File: config.mk
export PLATFORM = sky130hd
export DESIGN_NAME = cdc_req_ack_arbiter
export DESIGN_NICKNAME = d
export VERILOG_FILES = /design/src/rtl/cdc_req_ack_arbiter.sv
export SDC_FILE = /design/constraint.sdc
export NUM_CORES = 1
export LEC_CHECK = 0
export BUFFER_PORTS_ARGS = -buffer_cell sky130_fd_sc_hd__buf_2
export CORE_UTILIZATION = 51
export DETAILED_ROUTE_END_ITERATION = 16
export PLACE_DENSITY_LB_ADDON = 0.15
export SKIP_CTS_REPAIR_TIMING = 1
export SLEW_MARGIN = 20
export SYNTH_ARGS = -nofsm -noshare
export SYNTH_HDL_FRONTEND = slang
export SYNTH_SLANG_ARGS = --single-unit
File: constraint.sdc
create_clock -name CLK -period 2.2 [get_ports CLK]
set_input_delay 0.22 -clock CLK [delete_from_list [all_inputs] [get_ports CLK]]
set_output_delay 0.22 -clock CLK [all_outputs]
set_load 0.01 [all_outputs]
File: src/rtl/cdc_req_ack_arbiter.sv
// Source-side controller for one 4-phase req/ack CDC channel: round-robin arbitration
// of two requesters, registered payload held stable under CDC_REQ, and timeout abort.
module cdc_req_ack_arbiter #(
   parameter int BUS_WIDTH      = 8,
   parameter int TIMEOUT_CYCLES = 64,
   parameter int CNT_WIDTH      = 7
) (
   input  logic                 CLK,
   input  logic                 RST,
   input  logic [BUS_WIDTH-1:0] SRC0_DATA,
   input  logic                 SRC0_VALID,
   output logic                 SRC0_READY,
   input  logic [BUS_WIDTH-1:0] SRC1_DATA,
   input  logic                 SRC1_VALID,
   output logic                 SRC1_READY,
   input  logic                 ACK_SYNC,
   output logic [BUS_WIDTH-1:0] CDC_DATA,
   output logic                 CDC_SRC,
   output logic                 CDC_REQ,
   output logic                 DONE,
   output logic                 TIMEOUT_ERR
);

   typedef enum logic [1:0] {IDLE, WAIT_ACK_HI, WAIT_ACK_LO, DRAIN} state_t;

   localparam logic [CNT_WIDTH-1:0] COUNT_LAST = CNT_WIDTH'(TIMEOUT_CYCLES - 1);

   state_t               state;
   logic [CNT_WIDTH-1:0] count;
   logic                 last_src;
   logic                 grant0;
   logic                 grant1;
   logic                 open;
   logic                 expired;

   // A lone valid requester wins; on contention the one not served last wins.
   assign grant0  = SRC0_VALID & (~SRC1_VALID | last_src);
   assign grant1  = SRC1_VALID & (~SRC0_VALID | ~last_src);

   // A stale acknowledge still high from an aborted transfer blocks new acceptances.
   assign open    = (state == IDLE) & ~ACK_SYNC;
   assign expired = (count == COUNT_LAST);

   assign SRC0_READY = open & grant0;
   assign SRC1_READY = open & grant1;

   // NOTE: every register below uses non-blocking assignment so all of them update
   // from the same pre-edge values, regardless of statement order.
   always_ff @(posedge CLK or negedge RST) begin
      if (!RST) begin
         state       <= IDLE;
         count       <= '0;
         last_src    <= 1'b1;
         CDC_DATA    <= '0;
         CDC_SRC     <= 1'b0;
         CDC_REQ     <= 1'b0;
         DONE        <= 1'b0;
         TIMEOUT_ERR <= 1'b0;
      end else begin
         DONE        <= 1'b0;
         TIMEOUT_ERR <= 1'b0;
         case (state)
            IDLE: begin
               if (SRC0_READY || SRC1_READY) begin
                  CDC_DATA <= SRC1_READY ? SRC1_DATA : SRC0_DATA;
                  CDC_SRC  <= SRC1_READY;
                  last_src <= SRC1_READY;
                  CDC_REQ  <= 1'b1;
                  count    <= '0;
                  state    <= WAIT_ACK_HI;
               end
            end
            WAIT_ACK_HI: begin
               // An acknowledge on the expiry edge still completes the handshake.
               if (ACK_SYNC) begin
                  CDC_REQ <= 1'b0;
                  count   <= '0;
                  state   <= WAIT_ACK_LO;
               end else if (expired) begin
                  CDC_REQ     <= 1'b0;
                  TIMEOUT_ERR <= 1'b1;
                  state       <= DRAIN;
               end else begin
                  count <= count + CNT_WIDTH'(1);
               end
            end
            WAIT_ACK_LO: begin
               if (!ACK_SYNC) begin
                  DONE  <= 1'b1;
                  state <= IDLE;
               end else if (expired) begin
                  TIMEOUT_ERR <= 1'b1;
                  state       <= DRAIN;
               end else begin
                  count <= count + CNT_WIDTH'(1);
               end
            end
            DRAIN: begin
               if (!ACK_SYNC) begin
                  state <= IDLE;
               end
            end
         endcase
      end
   end

endmodule
## Yosys cells after proc, flatten, opt, wreduce, memory -nomap -nowiden

Cells that the tools add are included.

- Register bits after elaboration: 22
- Output and inout port bits: 14
- Logic and storage cells: 58

- Add/subtract/negate cells: 1
- Equal/unequal tests: 8
- Muxes and demuxes: 22
- Bitwise operators: 11
- Reduce and logical (&&, ||, !) cells: 8

Operator list:

| operator | count |
|---|---|
| 7-bit two-way mux | 4 |
| 7-bit case mux with 3 select lines | 1 |
| 2-bit two-way mux | 5 |
| 1-bit two-way mux | 8 |
| 8-bit two-way mux | 1 |
| 2-bit case mux with 4 select lines | 1 |
| 7-bit by 1-bit adder with 7-bit output (second input constant) | 1 |
| 7-bit by 6-bit == test with 1-bit output (second input constant) | 1 |
| 3-bit AND reduction | 2 |
| 1-bit bitwise AND | 5 |
| 2-bit == test (second input constant) | 2 |
| 2-bit != test (second input constant) | 2 |
| 1-bit NOT | 4 |
| 1-bit case mux with 2 select lines | 2 |
| 2-bit AND reduction | 2 |
| 3-bit != test (second input constant) | 1 |
| 3-bit nonzero test | 1 |
| 2-bit by 1-bit == test with 1-bit output (second input constant) | 1 |
| 2-bit zero test | 1 |
| 2-bit by 1-bit != test with 1-bit output (second input constant) | 1 |
| 1-bit OR | 2 |
| 2-bit nonzero test | 1 |
| 1-bit logical OR | 1 |

## Depth between registers and ports, before layout

- Depth after elaboration: 7
- Mapped depth: 7
- Mapped depth without buffers: 6

## Least setup slack after synthesis

OpenSTA, ideal clock, no wires.

- Path kind: reg-to-reg
- From: reg state[0]
- To: reg count[3]
- Library setup time: 0.122 ns
- Arrival: 1.522 ns
- Path slack: 0.556 ns
- Cell stages (with the launch flop): 7
- Clock period less this slack: 1.644 ns
- Cells stage by stage: dfrtp_1 inv_1 ha_1 nor2b_2 a211oi_4 o21ai_0 a32o_1

- Cells in the longest elaborated chain, start to end: 6
- Elaborated cells between the ends (all ways): 12

RTL lines:

| element | RTL line | RTL |
|---|---|---|
| from (decl) | 28 | `state_t state;` |
| from (signal assigned) | 51 | `state <= IDLE;` |
| from (signal assigned) | 70 | `state <= WAIT_ACK_HI;` |
| from (signal assigned) | 78 | `state <= WAIT_ACK_LO;` |
| 2-bit zero test | 41, 62 |  |
| 1-bit bitwise AND | 41 | `assign open = (state == IDLE) & ~ACK_SYNC;` |
| 1-bit bitwise AND (on tied branches) | 44, 45 |  |
| 1-bit logical OR | 64 | `if (SRC0_READY \|\| SRC1_READY) begin` |
| 2-bit by 1-bit != test with 1-bit output (no source line) | n/a |  |
| 3-bit AND reduction (no source line) | n/a |  |
| to (signal assigned) | 84 | `count <= count + CNT_WIDTH'(1);` |
| to (signal assigned) | 95 | `count <= count + CNT_WIDTH'(1);` |
| to (decl) | 29 | `logic [CNT_WIDTH-1:0] count;` |

Several ways; a longest one is shown, not always the timed one.
A chain may end at the register's enable or synchronous reset.

## Final worst setup path

- From: reg state[0]
- To: out SRC1_READY

- Cells in the longest elaborated chain, start to end: 3

RTL lines:

| element | RTL line | RTL |
|---|---|---|
| 2-bit zero test | 41 |  |
| 1-bit bitwise AND | 41 |  |
| 1-bit bitwise AND | 45 | `assign SRC1_READY = open & grant1;` |
| to (decl) | 15 | `output logic SRC1_READY,` |

No other way between the ends.

==> impl_metrics.yaml <==
clock_tree:
  cts_tree: "built"
  numClockSinks: 22
  cts-htree-levels: 1
  clock-root-buffer: "clkbuf_4"
  cts_max_path_buffers: 2
  cts_buffers: 3
  clkSlewWorstSetupHoldPaths_ns: 0.11
  worst_skew_pair.late_latency_ns: 0.29
pwr:
  power_leakage_uw: 0.0007845
  design_power_total_uw: 1563
  worst_ir_drop_vdd_v: 0.0006148
  power.density_cell_area_mw_per_mm2: 1058
worst_setup_path:
  cpMostUsedCell: "inv_1"
  slowest_stage: "dfrtp_1"
  critical_path_type: "reg2out"
  crit_fanout: 11
  endpoint_kind: "output pin"
  cp_cell_sequence: "inv_1, ha_1, and2b_2, nand3_4, inv_1, buf_2"
  cpPeakStageDelay_ns: 0.44
  worst_setup_path_start_kind: "flop"
  required_ns: 1.98
  critical_path_arrival_ns: 1.82
  ff2ff_path_depth: 6
cells_and_area:
  design_area_sq_mm: 0.001478
  layout-area-overhead-vs-synth_pct: 18.34
  fillCellCount: 194
  most_frequent_standard_cell_in_the_layout_excluding_fill_and_tap_cells: "buf_2"
  seq_area_sq_um: 551.8
  drive_gt1_frac: 0.2938
  area_taken_by_multi_input_logic_gates_sq_um: 654.4
  fin_nets: 189
  final_core_utilization: 0.6554
  antenna_cells: 0
  most_frequent_cells_in_the_layout: "buf_2, dfrtp_1, nand2_1, o21ai_0, mux2i_1"
yosys:
  asyncSetResetFlopFracSynth: 1.000
  synth_edf_count: 0
  synth_area_leaders: "dfrtp_1, mux2i_1, ha_1"
  synthesis.instances: 124
  mappedNetlistNets: 152
  synth_largest_type_area_fraction: 0.4208
  synth-seq-cells: 22
  yosysTopAreaCell: "dfrtp_1"
  synth-seq-area-share: 0.4419
  yosys_warns: 0
  synth.cell_area_sq_mm: 0.001249
  yosysUniqueCellTypes: 42
  dominantRegCellSynth: "dfrtp_1"
  average_instance_area_after_synthesis_sq_um: 10.07
sta:
  timing.setup.tns_ns: 0
  slew_headroom: 0.6119
  achievable-frequency_ghz: 0.4905
  layout_worst_path_cycle_share: 0.9267
  fin_crit_ns: 2.039
  maxSlewViolCount: 0
  report.final.setup_viol: 0
  rsz0062_at_grt: "false"
  number_of_hold_slack_violations_in_the_final_timing_report: 0
  setup_ws_ns: 0.1613
  finClkSkew_ns: 0.0007015
  worstMarginPinSlew_ns: 0.5821
place:
  dpl_worst_slack_ns: 0.3193
  place_congestion: 0.7686
  postPlaceCellArea_sq_mm: 0.001434
  number_of_port_buffers: 34
  dp_hpwl_mm: 1.847
die:
  start_util: 0.5538
  die_w_microns: 51.48
  floorplan.rows: 17
  placeableCoreArea_sq_mm: 0.002255
  design.portCount: 35
  die_area_sq_mm: 0.002650
  die_y_microns: 51.48
grt:
  global_route_wire_length_before_repair_mm: 3.939
  grt_start_max_net_pins: 23
  antenna_found_initial: 0
  grt-ovfl-total: 0
  grtUsageTotal: 0.1986
  number_of_global_route_vias_before_repair: 950
drt:
  detail_route.vias_per_cell: 5.351
  remaining_drc_errors: 0
  postRouteAntennaNets: 0
  drt_first_iter_violations: 4
  drt_wl_total_mm: 2.409
  via_count: 1006
  drt_pass1_iterations: 3
  route.detailed.wl_per_inst_microns: 12.81
outcome:
  status: "complete, no violations"
hold_path:
  min_path_type: "in2reg"
  hold-path-cell-count: 2
flow_run:
  number_of_violations_of_the_max_capacitance_limit: 0
==> layer usage <==
layer,vias to the layer above,track usage,wire length (microns)
li1,513,-,-
met1,469,0.2424,1051
met2,22,0.3571,1223
met3,2,0.02679,119
met4,0,0.06306,14
met5,-,0,0
==> power by group <==
group	total [uW]	internal (uW)	leakage, uW	switching [uW]
clock network	180	70.4	0.0000150	110
logic	765	328	0.000487	437
registers	618	536	0.000283	81.7
total	1560	934	0.000784	628
==> worst max-delay path: cells and delay by family (launching register included) <==
kind / cells / cell delay, ns
adders and majority gates: 1 / 0.29
buffers and inverters: 3 / 0.36
DFF: 1 / 0.44
and+or+nand+nor: 2 / 0.43
==> final cells by class <==
cell class                      count  area share
Sequential cell                    22      0.3734
Inverter                            8     0.02032
Timing Repair Buffer               35      0.1219
Multi-Input combinational cell     91      0.4428
Tap cell                           28     0.02371
Clock buffer                        4     0.01778
==> state kept, by name, summed over array words and instances, names as in the netlist <==
signal and cells:
CDC_DATA 8, state 2, CDC_REQ 1, count 7, TIMEOUT_ERR 1, CDC_SRC 1
DONE 1, last_src 1
==> synth_stat cells, drive strengths merged (2+ instances only) <==
master	count
a211oi	2
a21boi	3
a21o	2
a21oi	5
buf	2
dfrtp	21
ha	7
inv	8
mux2i	9
nand2	18
nand2b	2
nand3	4
nor2	2
nor2b	4
o21ai	15
o21bai	2
o2bb2ai	2
==> metrics by stage <==
| step | std cells | hold slack (ns) |
|---|---|---|
| 4_1_cts | 187 | -0.1298 |
| 5_1_grt | 188 | 0.1836 |
| 6_report | 188 | 0.1981 |
| 3_3_place_gp | 183 | 0.2114 |
| 2_1_floorplan | 124 | -0.07559 |
| 3_5_place_dp | 183 | 0.2099 |
==> worst paths after layout <==
path,start,to,slack (ns)
worst max register to register,state[0]$_DFFE_PN0P_,count[3]$_DFFE_PN0P_,0.31
min in group asynchronous,RST,CDC_SRC$_DFFE_PN0P_,0.40
worst max-delay path,state[0]$_DFFE_PN0P_,SRC1_READY,0.16
worst min register to register,last_src$_DFFE_PN1P_,last_src$_DFFE_PN1P_,0.48
worst min-delay path,ACK_SYNC,DONE$_DFF_PN0_,0.20
max in group asynchronous,RST,last_src$_DFFE_PN1P_,1.45
==> kinds of logic (layout without fill, tap and decap cells) <==
group | count (synthesis) | count (layout) | share of synthesized area
adders and majority gates | 7 | 7 | 0.07014
DFF | 22 | 22 | 0.4419
buffers and inverters | 11 | 47 | 0.04007
AOI/OAI and AO/OA | 38 | 38 | 0.2205
and+or+nand+nor | 37 | 37 | 0.1553
muxes | 9 | 9 | 0.07215
Note: power is estimated with default switching activity, not from simulation.
